`config.mk`:
```
export PLATFORM = sky130hd
export DESIGN_NAME = can_fault_confinement_flat
export DESIGN_NICKNAME = d
export VERILOG_FILES = /design/src/rtl/can_fault_confinement_if.sv /design/src/rtl/can_fault_confinement.sv /design/src/flat_wrapper.sv
export SDC_FILE = /design/constraint.sdc
export NUM_CORES = 1
export LEC_CHECK = 0
export ABC_AREA = 1
export CORE_AREA = 3 3 85 71
export CTS_CLUSTER_DIAMETER = 200
export DETAILED_ROUTE_END_ITERATION = 7
export DIE_AREA = 0 0 88 74
export PLACE_DENSITY_LB_ADDON = 0.08
export SYNTH_ARGS = -nofsm -noshare
export SYNTH_HDL_FRONTEND = slang
export SYNTH_SLANG_ARGS = --single-unit
```
`constraint.sdc`:
```
create_clock -name clk -period 2.5 [get_ports clk]
set_input_delay 0.25 -clock clk [delete_from_list [all_inputs] [get_ports clk]]
set_output_delay 0.25 -clock clk [all_outputs]
set_load 0.05 [all_outputs]
```
`src/rtl/can_fault_confinement_if.sv`:
```
// rtl/can_fault_confinement_if.sv - event inputs and counter/state outputs of the fault-confinement block
interface can_fault_confinement_if;
    logic       reset_mode;
    logic       sample_point;
    logic       sampled_bit;
    logic       tx_error;
    logic       tx_ok;
    logic       rx_error;
    logic       rx_error_dom;
    logic       rx_ok;
    logic [8:0] tec;
    logic [7:0] rec;
    logic       node_error_passive;
    logic       node_bus_off;
    logic       error_warning;
    logic       state_change;

    modport master (
        output reset_mode, sample_point, sampled_bit,
        output tx_error, tx_ok, rx_error, rx_error_dom, rx_ok,
        input  tec, rec, node_error_passive, node_bus_off, error_warning, state_change
    );

    modport slave (
        input  reset_mode, sample_point, sampled_bit,
        input  tx_error, tx_ok, rx_error, rx_error_dom, rx_ok,
        output tec, rec, node_error_passive, node_bus_off, error_warning, state_change
    );
endinterface

```
`src/rtl/can_fault_confinement.sv`:
```
// rtl/can_fault_confinement.sv - CAN TEC/REC counters, node state tracking and bus-off recovery
module can_fault_confinement #(
    parameter int WARN_LIMIT        = 96,
    parameter int PASSIVE_LIMIT     = 127,
    parameter int RECESSIVE_SEQ_LEN = 11,
    parameter int RECOVERY_SEQ_CNT  = 128
) (
    input  logic                  clk,
    input  logic                  rst_n,
    can_fault_confinement_if.slave bus
);
    typedef enum logic [1:0] {
        ERROR_ACTIVE  = 2'b00,
        ERROR_PASSIVE = 2'b01,
        BUS_OFF       = 2'b10
    } state_t;

    localparam logic [8:0] TEC_WARN = 9'(WARN_LIMIT);
    localparam logic [7:0] REC_WARN = 8'(WARN_LIMIT);
    localparam logic [8:0] TEC_PASS = 9'(PASSIVE_LIMIT);
    localparam logic [7:0] REC_PASS = 8'(PASSIVE_LIMIT);
    localparam logic [3:0] BIT_LEN  = 4'(RECESSIVE_SEQ_LEN);
    localparam logic [7:0] SEQ_LEN  = 8'(RECOVERY_SEQ_CNT);

    state_t     r_state, w_state_nxt;
    logic [8:0] r_tec, w_tec_nxt;
    logic [7:0] r_rec, w_rec_nxt;
    logic [3:0] r_bit_cnt, w_bit_cnt_nxt;
    logic [7:0] r_seq_cnt, w_seq_cnt_nxt;
    logic       r_warning, r_state_change;

    always_ff @(posedge clk or negedge rst_n) begin
        if (!rst_n) begin
            r_state        <= ERROR_ACTIVE;
            r_tec          <= '0;
            r_rec          <= '0;
            r_bit_cnt      <= '0;
            r_seq_cnt      <= '0;
            r_warning      <= 1'b0;
            r_state_change <= 1'b0;
        end else begin
            r_state        <= w_state_nxt;
            r_tec          <= w_tec_nxt;
            r_rec          <= w_rec_nxt;
            r_bit_cnt      <= w_bit_cnt_nxt;
            r_seq_cnt      <= w_seq_cnt_nxt;
            r_warning      <= (w_tec_nxt >= TEC_WARN) || (w_rec_nxt >= REC_WARN);
            r_state_change <= (w_state_nxt != r_state);
        end
    end

    always_comb begin
        w_state_nxt   = r_state;
        w_tec_nxt     = r_tec;
        w_rec_nxt     = r_rec;
        w_bit_cnt_nxt = '0;
        w_seq_cnt_nxt = '0;
        if (bus.reset_mode) begin
            w_state_nxt = ERROR_ACTIVE;
            w_tec_nxt   = '0;
            w_rec_nxt   = '0;
        end else if (r_state == BUS_OFF) begin
            // Events are ignored; only recessive-bit sequences can bring the node back.
            w_bit_cnt_nxt = r_bit_cnt;
            w_seq_cnt_nxt = r_seq_cnt;
            if (bus.sample_point) begin
                if (!bus.sampled_bit) begin
                    w_bit_cnt_nxt = '0;
                end else if (r_bit_cnt + 4'd1 == BIT_LEN) begin
                    w_bit_cnt_nxt = '0;
                    if (r_seq_cnt + 8'd1 == SEQ_LEN) begin
                        w_seq_cnt_nxt = '0;
                        w_tec_nxt     = '0;
                        w_rec_nxt     = '0;
                        w_state_nxt   = ERROR_ACTIVE;
                    end else begin
                        w_seq_cnt_nxt = r_seq_cnt + 8'd1;
                    end
                end else begin
                    w_bit_cnt_nxt = r_bit_cnt + 4'd1;
                end
            end
        end else begin
            if (bus.tx_error)
                w_tec_nxt = (r_tec > 9'd503) ? 9'd511 : r_tec + 9'd8;
            else if (bus.tx_ok && r_tec != 9'd0)
                w_tec_nxt = r_tec - 9'd1;

            if (bus.rx_error_dom)
                w_rec_nxt = (r_rec > 8'd247) ? 8'd255 : r_rec + 8'd8;
            else if (bus.rx_error)
                w_rec_nxt = (r_rec == 8'd255) ? 8'd255 : r_rec + 8'd1;
            else if (bus.rx_ok) begin
                if (r_rec > 8'd127)
                    w_rec_nxt = 8'd119;
                else if (r_rec != 8'd0)
                    w_rec_nxt = r_rec - 8'd1;
            end

            // State follows the updated counters so counters and state never disagree.
            if (w_tec_nxt > 9'd255)
                w_state_nxt = BUS_OFF;
            else if (w_tec_nxt > TEC_PASS || w_rec_nxt > REC_PASS)
                w_state_nxt = ERROR_PASSIVE;
            else
                w_state_nxt = ERROR_ACTIVE;
        end
    end

    assign bus.tec                = r_tec;
    assign bus.rec                = r_rec;
    assign bus.node_error_passive = (r_state != ERROR_ACTIVE);
    assign bus.node_bus_off       = (r_state == BUS_OFF);
    assign bus.error_warning      = r_warning;
    assign bus.state_change       = r_state_change;
endmodule

```
`src/flat_wrapper.sv`:
```
// flat-port wrapper written by rule: the top's interface ports become plain ports
module can_fault_confinement_flat 
#(
    parameter int WARN_LIMIT        = 96,
    parameter int PASSIVE_LIMIT     = 127,
    parameter int RECESSIVE_SEQ_LEN = 11,
    parameter int RECOVERY_SEQ_CNT  = 128
)
  (clk, rst_n, bus_reset_mode, bus_sample_point, bus_sampled_bit, bus_tx_error, bus_tx_ok, bus_rx_error, bus_rx_error_dom, bus_rx_ok, bus_tec, bus_rec, bus_node_error_passive, bus_node_bus_off, bus_error_warning, bus_state_change);
  can_fault_confinement_if bus_i ();
  input  logic clk;
  input  logic rst_n;
  input wire logic [$bits(bus_i.reset_mode)-1:0] bus_reset_mode;
  input wire logic [$bits(bus_i.sample_point)-1:0] bus_sample_point;
  input wire logic [$bits(bus_i.sampled_bit)-1:0] bus_sampled_bit;
  input wire logic [$bits(bus_i.tx_error)-1:0] bus_tx_error;
  input wire logic [$bits(bus_i.tx_ok)-1:0] bus_tx_ok;
  input wire logic [$bits(bus_i.rx_error)-1:0] bus_rx_error;
  input wire logic [$bits(bus_i.rx_error_dom)-1:0] bus_rx_error_dom;
  input wire logic [$bits(bus_i.rx_ok)-1:0] bus_rx_ok;
  output wire logic [$bits(bus_i.tec)-1:0] bus_tec;
  output wire logic [$bits(bus_i.rec)-1:0] bus_rec;
  output wire logic [$bits(bus_i.node_error_passive)-1:0] bus_node_error_passive;
  output wire logic [$bits(bus_i.node_bus_off)-1:0] bus_node_bus_off;
  output wire logic [$bits(bus_i.error_warning)-1:0] bus_error_warning;
  output wire logic [$bits(bus_i.state_change)-1:0] bus_state_change;
  assign bus_i.reset_mode = bus_reset_mode;
  assign bus_i.sample_point = bus_sample_point;
  assign bus_i.sampled_bit = bus_sampled_bit;
  assign bus_i.tx_error = bus_tx_error;
  assign bus_i.tx_ok = bus_tx_ok;
  assign bus_i.rx_error = bus_rx_error;
  assign bus_i.rx_error_dom = bus_rx_error_dom;
  assign bus_i.rx_ok = bus_rx_ok;
  assign bus_tec = bus_i.tec;
  assign bus_rec = bus_i.rec;
  assign bus_node_error_passive = bus_i.node_error_passive;
  assign bus_node_bus_off = bus_i.node_bus_off;
  assign bus_error_warning = bus_i.error_warning;
  assign bus_state_change = bus_i.state_change;
  can_fault_confinement #(.WARN_LIMIT(WARN_LIMIT), .PASSIVE_LIMIT(PASSIVE_LIMIT), .RECESSIVE_SEQ_LEN(RECESSIVE_SEQ_LEN), .RECOVERY_SEQ_CNT(RECOVERY_SEQ_CNT)) u_core (.clk(clk), .rst_n(rst_n), .bus(bus_i));
endmodule
```
==> metrics.md, run 1 <==
| Metric | Value |
|---|---|
| First-pass GRT wire length | 12200 um |
| Skew final | around 0.006 ns |
| Post-synth top area share | 28.9% |
| Switch share | 45.5% |
| Req. time, crit path | 2.66 ns |
| Seq/Total Area, Yosys | about 29% |
| Max incr delay on CP | around 0.44 ns |
| Share of cells above drive strength 1 | 7.69% |
| Netlist Area Pre-Place | between 0.002 and 0.003 mm^2 |
| Cell Int Power | ~1.1 mW |
| TritonCTS buffer count | 5 |
| Die H | ~74 um |
| Fmax | approximately 470 MHz |
| CP Buf/Inv Count | 1 |
| Final period utilization | between 80 and 90% |
| Drt drc | 0 |
| Top-Level Pins | 31 |
| Cell with the most instances after synthesis | nand2_1 |
| CP top delay family | simple AND/OR/NAND/NOR gates |
| Port bufs | 30 |
| Power share of the clock group | between 10% and 20% |
| Status | complete, no violations |
| Grt ovf | 0 |
| Crit-path cells | inv_1 -> ha_1 -> nand4_1 -> nand2_1 -> nand4_1 -> nor2_1 -> a21oi_1 -> and2_1 -> nand2_1 -> nand3_1 -> nand2_1 -> nand3_1 |
| Routed wire length per instance | 13.7 um |
| Worst slew pin tran | 0.531 ns |
| P_sw | about 0.96 mW |
| Min Tclk post-route | roughly 2.1 ns |
| DP Area | about 0.0032 mm^2 |
| Syn_nets | between 400 and 500 |
| Post-synth top cells | nand2_1, inv_1, nor2_1 |
| CTS tree | built |
| Crit Path Class | flop to flop |
| Finished Core Util | between 60% and 70% |
| Layout Nets | approximately 500 |
| Via density | between 5 and 6 |
| Seq pwr share | around 34% |
| Worst-path maximum fanout | 6 |
| Critical Path Start Type | flop |
| Ant. Diodes | 0 |
| Crit path DAT | 2.27 ns |
| Postcts setup bufs | 0 |
| CTS H-tree lvls | 2 |
| Vias | between 2000 and 3000 |
| PD cells | about 640 mW/mm^2 |
| Routability cong. | approximately 0.96 |
| Initial Util | approximately 54% |
| DR iter-0 viols | roughly 220 |
| CTS Sinks | 33 |
| Register bit total from synthesis | 33 |
| Post-CTS resize count | 0 |
| Final setup vio count | 0 |
| RSZ-0062 raised after global routing | false |
| Area grow syn2layout | 15.5% |
| Predominant post-synthesis flop cell | dfrtp_1 |
| Worst path most repeated cell | nand2_1 |
| Ranking of synthesized cells by area | dfrtp_1, nand2_1, inv_1 |
| Die footprint | ~0.0065 mm^2 |
| Core Area | 0.00532 mm^2 |
| Root buffer cell | clkbuf_8 |
| Final HPWL from detailed placement | between 5000 and 6000 um |
| Die X | 88 um |
| Post-Synthesis Cells | roughly 440 |
| Clock tree buffer depth | 2 |
| Final hold violations | 0 |
| Yosys cell types | 40 |
| Warnings from Yosys | 0 |
| Async SR Flop Fraction | between 90% and 100% |
| Worst-Skew Late Latency | roughly 0.28 ns |
| DRT Pass-1 Iters | 5 |
| HP Class | input port to async pin |
| Max-cap violations | 0 |
| Critical Path Sink Type | flop |
| Antenna violations before repair | 0 |
| CTS Hold Buffers Added | 0 |
| Fin. max-slew vios | 0 |
| Clock Pin Slew Worst Setup and Hold Paths | about 0.07 ns |
| Rows | 24 |
| CP max-delay cell | dfrtp_1 |
| Power share of the combinational group | 46.8% |
| All-layer global routing usage | a little under a quarter |
| Mean Syn Cell Area | ~6.5 um^2 |
| Hold slack | approximately 0.36 ns |
| WL final | roughly 7300 um |
| Pin count of the biggest net entering global routing | 34 |
| Rel. slew slack | between 60% and 70% |
| Worst vdd ir | about 0.34 mV |
| Setup TNS | 0 ns |
| Vias in the first global route | roughly 2600 |
| Post-route ant nets | 0 |
| Lkg Pwr | between 1.5 and 2 nW |
| Synth area leader | dfrtp_1 |
| Number of synthesized flops with an enable pin | 0 |
| Finished Cell Area | 0.00330 mm^2 |
per-stage QoR:
step                      setup slack (ns)  power (mW)  std cells
after global placement               0.436        1.69        526
after floorplan                      0.429        1.40        437
after CTS                            0.414        2.10        533
final                                0.393        2.10        533
after global routing                 0.151        2.24        533
after detailed placement             0.425        1.69        526
kinds of logic (layout without fill, tap and decap cells):
logic type	after synthesis	in the layout	share of synthesized area, %
simple gates	241	241	37.9
buf+inv	74	105	10.5
compound gates	64	64	12.8
flops	33	33	28.9
fa+ha+maj	15	15	6.57
xor+xnor	10	10	3.33
area by class of cell:
class                   instances  area (um^2)
well taps                      65         81.3
inverters                      64          243
multi-input cells             330         1730
clock inverters                 1         7.51
flip-flops and latches         33          826
fillers                       514         2010
clock buffers                   6         82.6
repair buffers                 34          330
metal layers:
layer | part of all wire, % | GRT usage (%) | up-vias | wire length [um]
li1 | - | - | 1469 | -
met1 | 50 | 36.8 | 1300 | 3680
met2 | 42 | 34.4 | 116 | 3040
met3 | 7.2 | 4.43 | 9 | 528
met4 | 0.85 | 5.96 | 0 | 62
met5 | 0 | 0 | - | 0
registers in the layout, indices dropped and copies added (netlist names):
signal                    count
u_core.bus.tec                9
u_core.r_bit_cnt              4
u_core.r_state                2
u_core.r_seq_cnt              8
u_core.bus.error_warning      1
u_core.bus.rec                8
u_core.bus.state_change       1
cell usage in the layout (no fill, tap or decap), types with 2 or more instances in the layout:
master and count:
nand2_1 116, inv_1 58, nor2_1 52, nand3_1 38, dfrtp_1 33, clkdlybuf4s50_1 30
o21ai_0 26, a21oi_1 20, ha_1 15, nand4_1 12, xor2_1 7, clkbuf_8 6
nor2_4 5, nand2_2 5, nor3_1 5, buf_4 4, inv_2 3, o21ai_1 3
a211oi_1 3, nor2_2 2, clkinv_1 2, xnor2_1 2, o21ai_2 2, or2_2 2
o211ai_1 2, o32ai_1 2
worst paths after layout:
path	startpoint	to	slack (ns)	depth (start not counted)
worst min-delay path	rst_n	u_core.r_bit_cnt[2]$_DFFE_PN0P_	0.36	2
min in group clk	u_core.r_bit_cnt[0]$_DFFE_PN0P_	u_core.r_bit_cnt[0]$_DFFE_PN0P_	0.55	1
worst min register to register	u_core.r_bit_cnt[0]$_DFFE_PN0P_	u_core.r_bit_cnt[0]$_DFFE_PN0P_	0.55	1
worst max register to register	u_core.bus.tec[3]$_DFF_PN0_	u_core.bus.state_change$_DFF_PN0_	0.39	12
worst max-delay path	u_core.bus.tec[3]$_DFF_PN0_	u_core.bus.state_change$_DFF_PN0_	0.39	12
max in group asynchronous	rst_n	u_core.bus.tec[3]$_DFF_PN0_	1.83	2
worst reg2reg max path, stage by stage (launching register included):
cell and delay, ns:
dfrtp_1 0.44, inv_1 0.18, ha_1 0.18, nand4_1 0.09, nand2_1 0.07, nand4_1 0.17
nor2_1 0.29, a21oi_1 0.10, and2_1 0.17, nand2_1 0.07, nand3_1 0.09, nand2_1 0.08
nand3_1 0.06
power by group through the flow:
| stage | logic [mW] | registers (mW) | clock network [mW] |
|---|---|---|---|
| 2_1_floorplan | 0.553 | 0.845 | 0 |
| 6_report | 0.982 | 0.709 | 0.408 |
| 4_1_cts | 0.976 | 0.705 | 0.423 |
| 3_5_place_dp | 0.972 | 0.715 | 0 |
| 3_3_place_gp | 0.969 | 0.718 | 0 |
| 5_1_grt | 1.08 | 0.719 | 0.447 |
Note: power is estimated with default switching activity, not from simulation.
==> inputs of run 2 (changes only) <==
==> constraint.sdc (replaced) <==
create_clock -name clk -period 2 [get_ports clk]
set_input_delay 0.2 -clock clk [delete_from_list [all_inputs] [get_ports clk]]
set_output_delay 0.2 -clock clk [all_outputs]
set_load 0.05 [all_outputs]
==> metrics.md, run 2 (synthesized netlist as in run 1, its figures left out) <==
| Metric | Value |
|---|---|
| Finished Cell Area | around 0.0036 mm^2 |
| Critical Path Start Type | flop |
| Req. time, crit path | approximately 1.8 ns |
| Fin. max-slew vios | 0 |
| Worst-Skew Late Latency | approximately 0.28 ns |
| CP max-delay cell | clkdlybuf4s50_1 |
| Antenna violations before repair | 0 |
| Crit Path Class | flop to primary output |
| Worst vdd ir | 0.492 mV |
| Clock Pin Slew Worst Setup and Hold Paths | around 0.08 ns |
| Crit-path cells | buf_4 -> clkdlybuf4s50_1 |
| Hold slack | just over 0.3 ns |
| Min Tclk post-route | roughly 1.9 ns |
| Layout Nets | about 530 |
| Finished Core Util | between 60 and 70% |
| Final hold violations | 0 |
| Met3 wire length | 514 um |
| Post-route ant nets | 0 |
| P_sw | 1.26 mW |
| Power share of the clock group | between 10% and 20% |
| Worst-path maximum fanout | 5 |
| Final period utilization | 96.9% |
| Max incr delay on CP | slightly above 0.8 ns |
| Rows | 24 |
| Lkg Pwr | between 1.5 and 2 nW |
| Power share of the combinational group | between 50% and 60% |
| Post-Place Cells | 558 |
| Switch share | about 46% |
| Share of cells above drive strength 1 | around a fifth |
| Port bufs | 30 |
| Sequential cell area | around 840 um^2 |
| CTS H-tree lvls | 2 |
| Cell Int Power | 1.50 mW |
| Critical Path Sink Type | primary output |
| Ant. Diodes | 0 |
| Met2 WL post-DR | approximately 3500 um |
| All-layer global routing usage | 24.9% |
| Final setup vio count | 0 |
| DP Area | approximately 0.0035 mm^2 |
| Vias in the first global route | approximately 2700 |
| Routed length on met1 | a little under 4000 um |
| Max-cap violations | 0 |
| Rel. slew slack | roughly two thirds |
| Area grow syn2layout | 27.4% |
| Via density | between 5 and 6 |
| Pin count of the biggest net entering global routing | 34 |
| Fillers | a little under 500 |
| Top-Level Pins | 31 |
| Core Area | 0.00532 mm^2 |
| CTS tree | built |
| Clock tree buffer depth | 2 |
| Routed wire length per instance | 13.9 um |
| Worst slew pin tran | approximately 0.52 ns |
| Total power | about 2.8 mW |
| Top layer used by detailed routing | met4 |
| Final cell count without fillers | about 570 |
| Worst R2R Start | u_core.r_bit_cnt[0]$_DFFE_PN0P_ |
| Die H | 74 um |
| Most frequent cells in the layout | nand2_1, inv_1, nor2_1, buf_4, nand3_1 |
| Die footprint | 0.00651 mm^2 |
| DR iter-0 viols | about 200 |
| Fmax | 516 MHz |
| Grt ovf | 0 |
| DRT Pass-1 Iters | 5 |
| Drt drc | 0 |
| Vias | ~3100 |
| WL final | around 7900 um |
| Root buffer cell | clkbuf_8 |
| Status | complete, no violations |
| Multi-input logic area | between 0.0015 and 0.002 mm^2 |
| CTS Sinks | 33 |
| Final HPWL from detailed placement | around 6200 um |
| Crit path DAT | 1.74 ns |
| HP Class | input port to async pin |
| First-pass GRT wire length | around 13000 um |
| TritonCTS buffer count | 5 |
| CTS Hold Buffers Added | 0 |
| Die X | ~90 um |
| Routability cong. | roughly 0.97 |
| Skew final | about 0.008 ns |
| RSZ-0062 raised after global routing | true |
| Seq pwr share | 30.8% |
| Critical path startpoint | u_core.bus.rec[6]$_DFF_PN0_ |
| Max reg flops | 9 |
| Most common cell after layout, fill and taps aside | nand2_1 |
| PD cells | between 700 and 800 mW/mm^2 |
| Initial Util | 53.7% |
[run 2: path summary, 6_finish.rpt]
check / to / slack [ns] / cells after the start
worst max-delay path: bus_rec[6] / 0.06 / 2
worst min-delay path: u_core.r_seq_cnt[5]$_DFFE_PN0P_ / 0.31 / 2
worst max register to register: u_core.bus.state_change$_DFF_PN0_ / 0.11 / 12
worst min register to register: u_core.r_bit_cnt[0]$_DFFE_PN0P_ / 0.52 / 1
max in group asynchronous: u_core.bus.tec[0]$_DFF_PN0_ / 1.35 / 2
min in group clk: u_core.r_bit_cnt[0]$_DFFE_PN0P_ / 0.52 / 1
[run 2: per-stage QoR]
step / TNS [ns] / setup WS (ns)
6_report: 0 / 0.0613
3_3_place_gp: 0 / 0.0765
3_5_place_dp: 0 / 0.0477
2_1_floorplan: 0 / 0.000408
4_1_cts: 0 / 0.0260
5_1_grt: -0.0430 / -0.0300
[run 2: what timing repair did]
action,in CTS,in global routing
setup buffers,0,6
resized for setup,0,22
setup endpoints to repair,0,12
[run 2: cell type report]
| type | count | area share (%) |
|---|---|---|
| sequential | 33 | 23.0 |
| tap | 65 | 2.24 |
| multi-input combinational | 330 | 48.8 |
| clock inverter | 3 | 0.481 |
| inverter | 64 | 6.67 |
| clock buffer | 5 | 1.89 |
| timing repair buffer | 72 | 17.0 |
[run 2: power groups by stage]
| stage | registers, mW | logic (mW) | clock network, mW |
|---|---|---|---|
| global route | 0.859 | 1.54 | 0.535 |
| floorplan | 1.06 | 0.692 | 0 |
| detailed placement | 0.854 | 1.37 | 0 |
| CTS | 0.842 | 1.37 | 0.511 |
| finish | 0.849 | 1.41 | 0.501 |
| global placement | 0.855 | 1.35 | 0 |
[run 2: worst max-delay path: cells and delay by family (launching register included)]
kind     cells  cell delay, ns
flops        1            0.47
buf+inv      2            0.99
[run 2: per-layer routing]
layer	vias to the layer above	global-route usage [%]
li1	1538	-
met1	1437	38.0
met2	109	36.3
met3	4	5.76
met4	0	4.26
met5	-	0
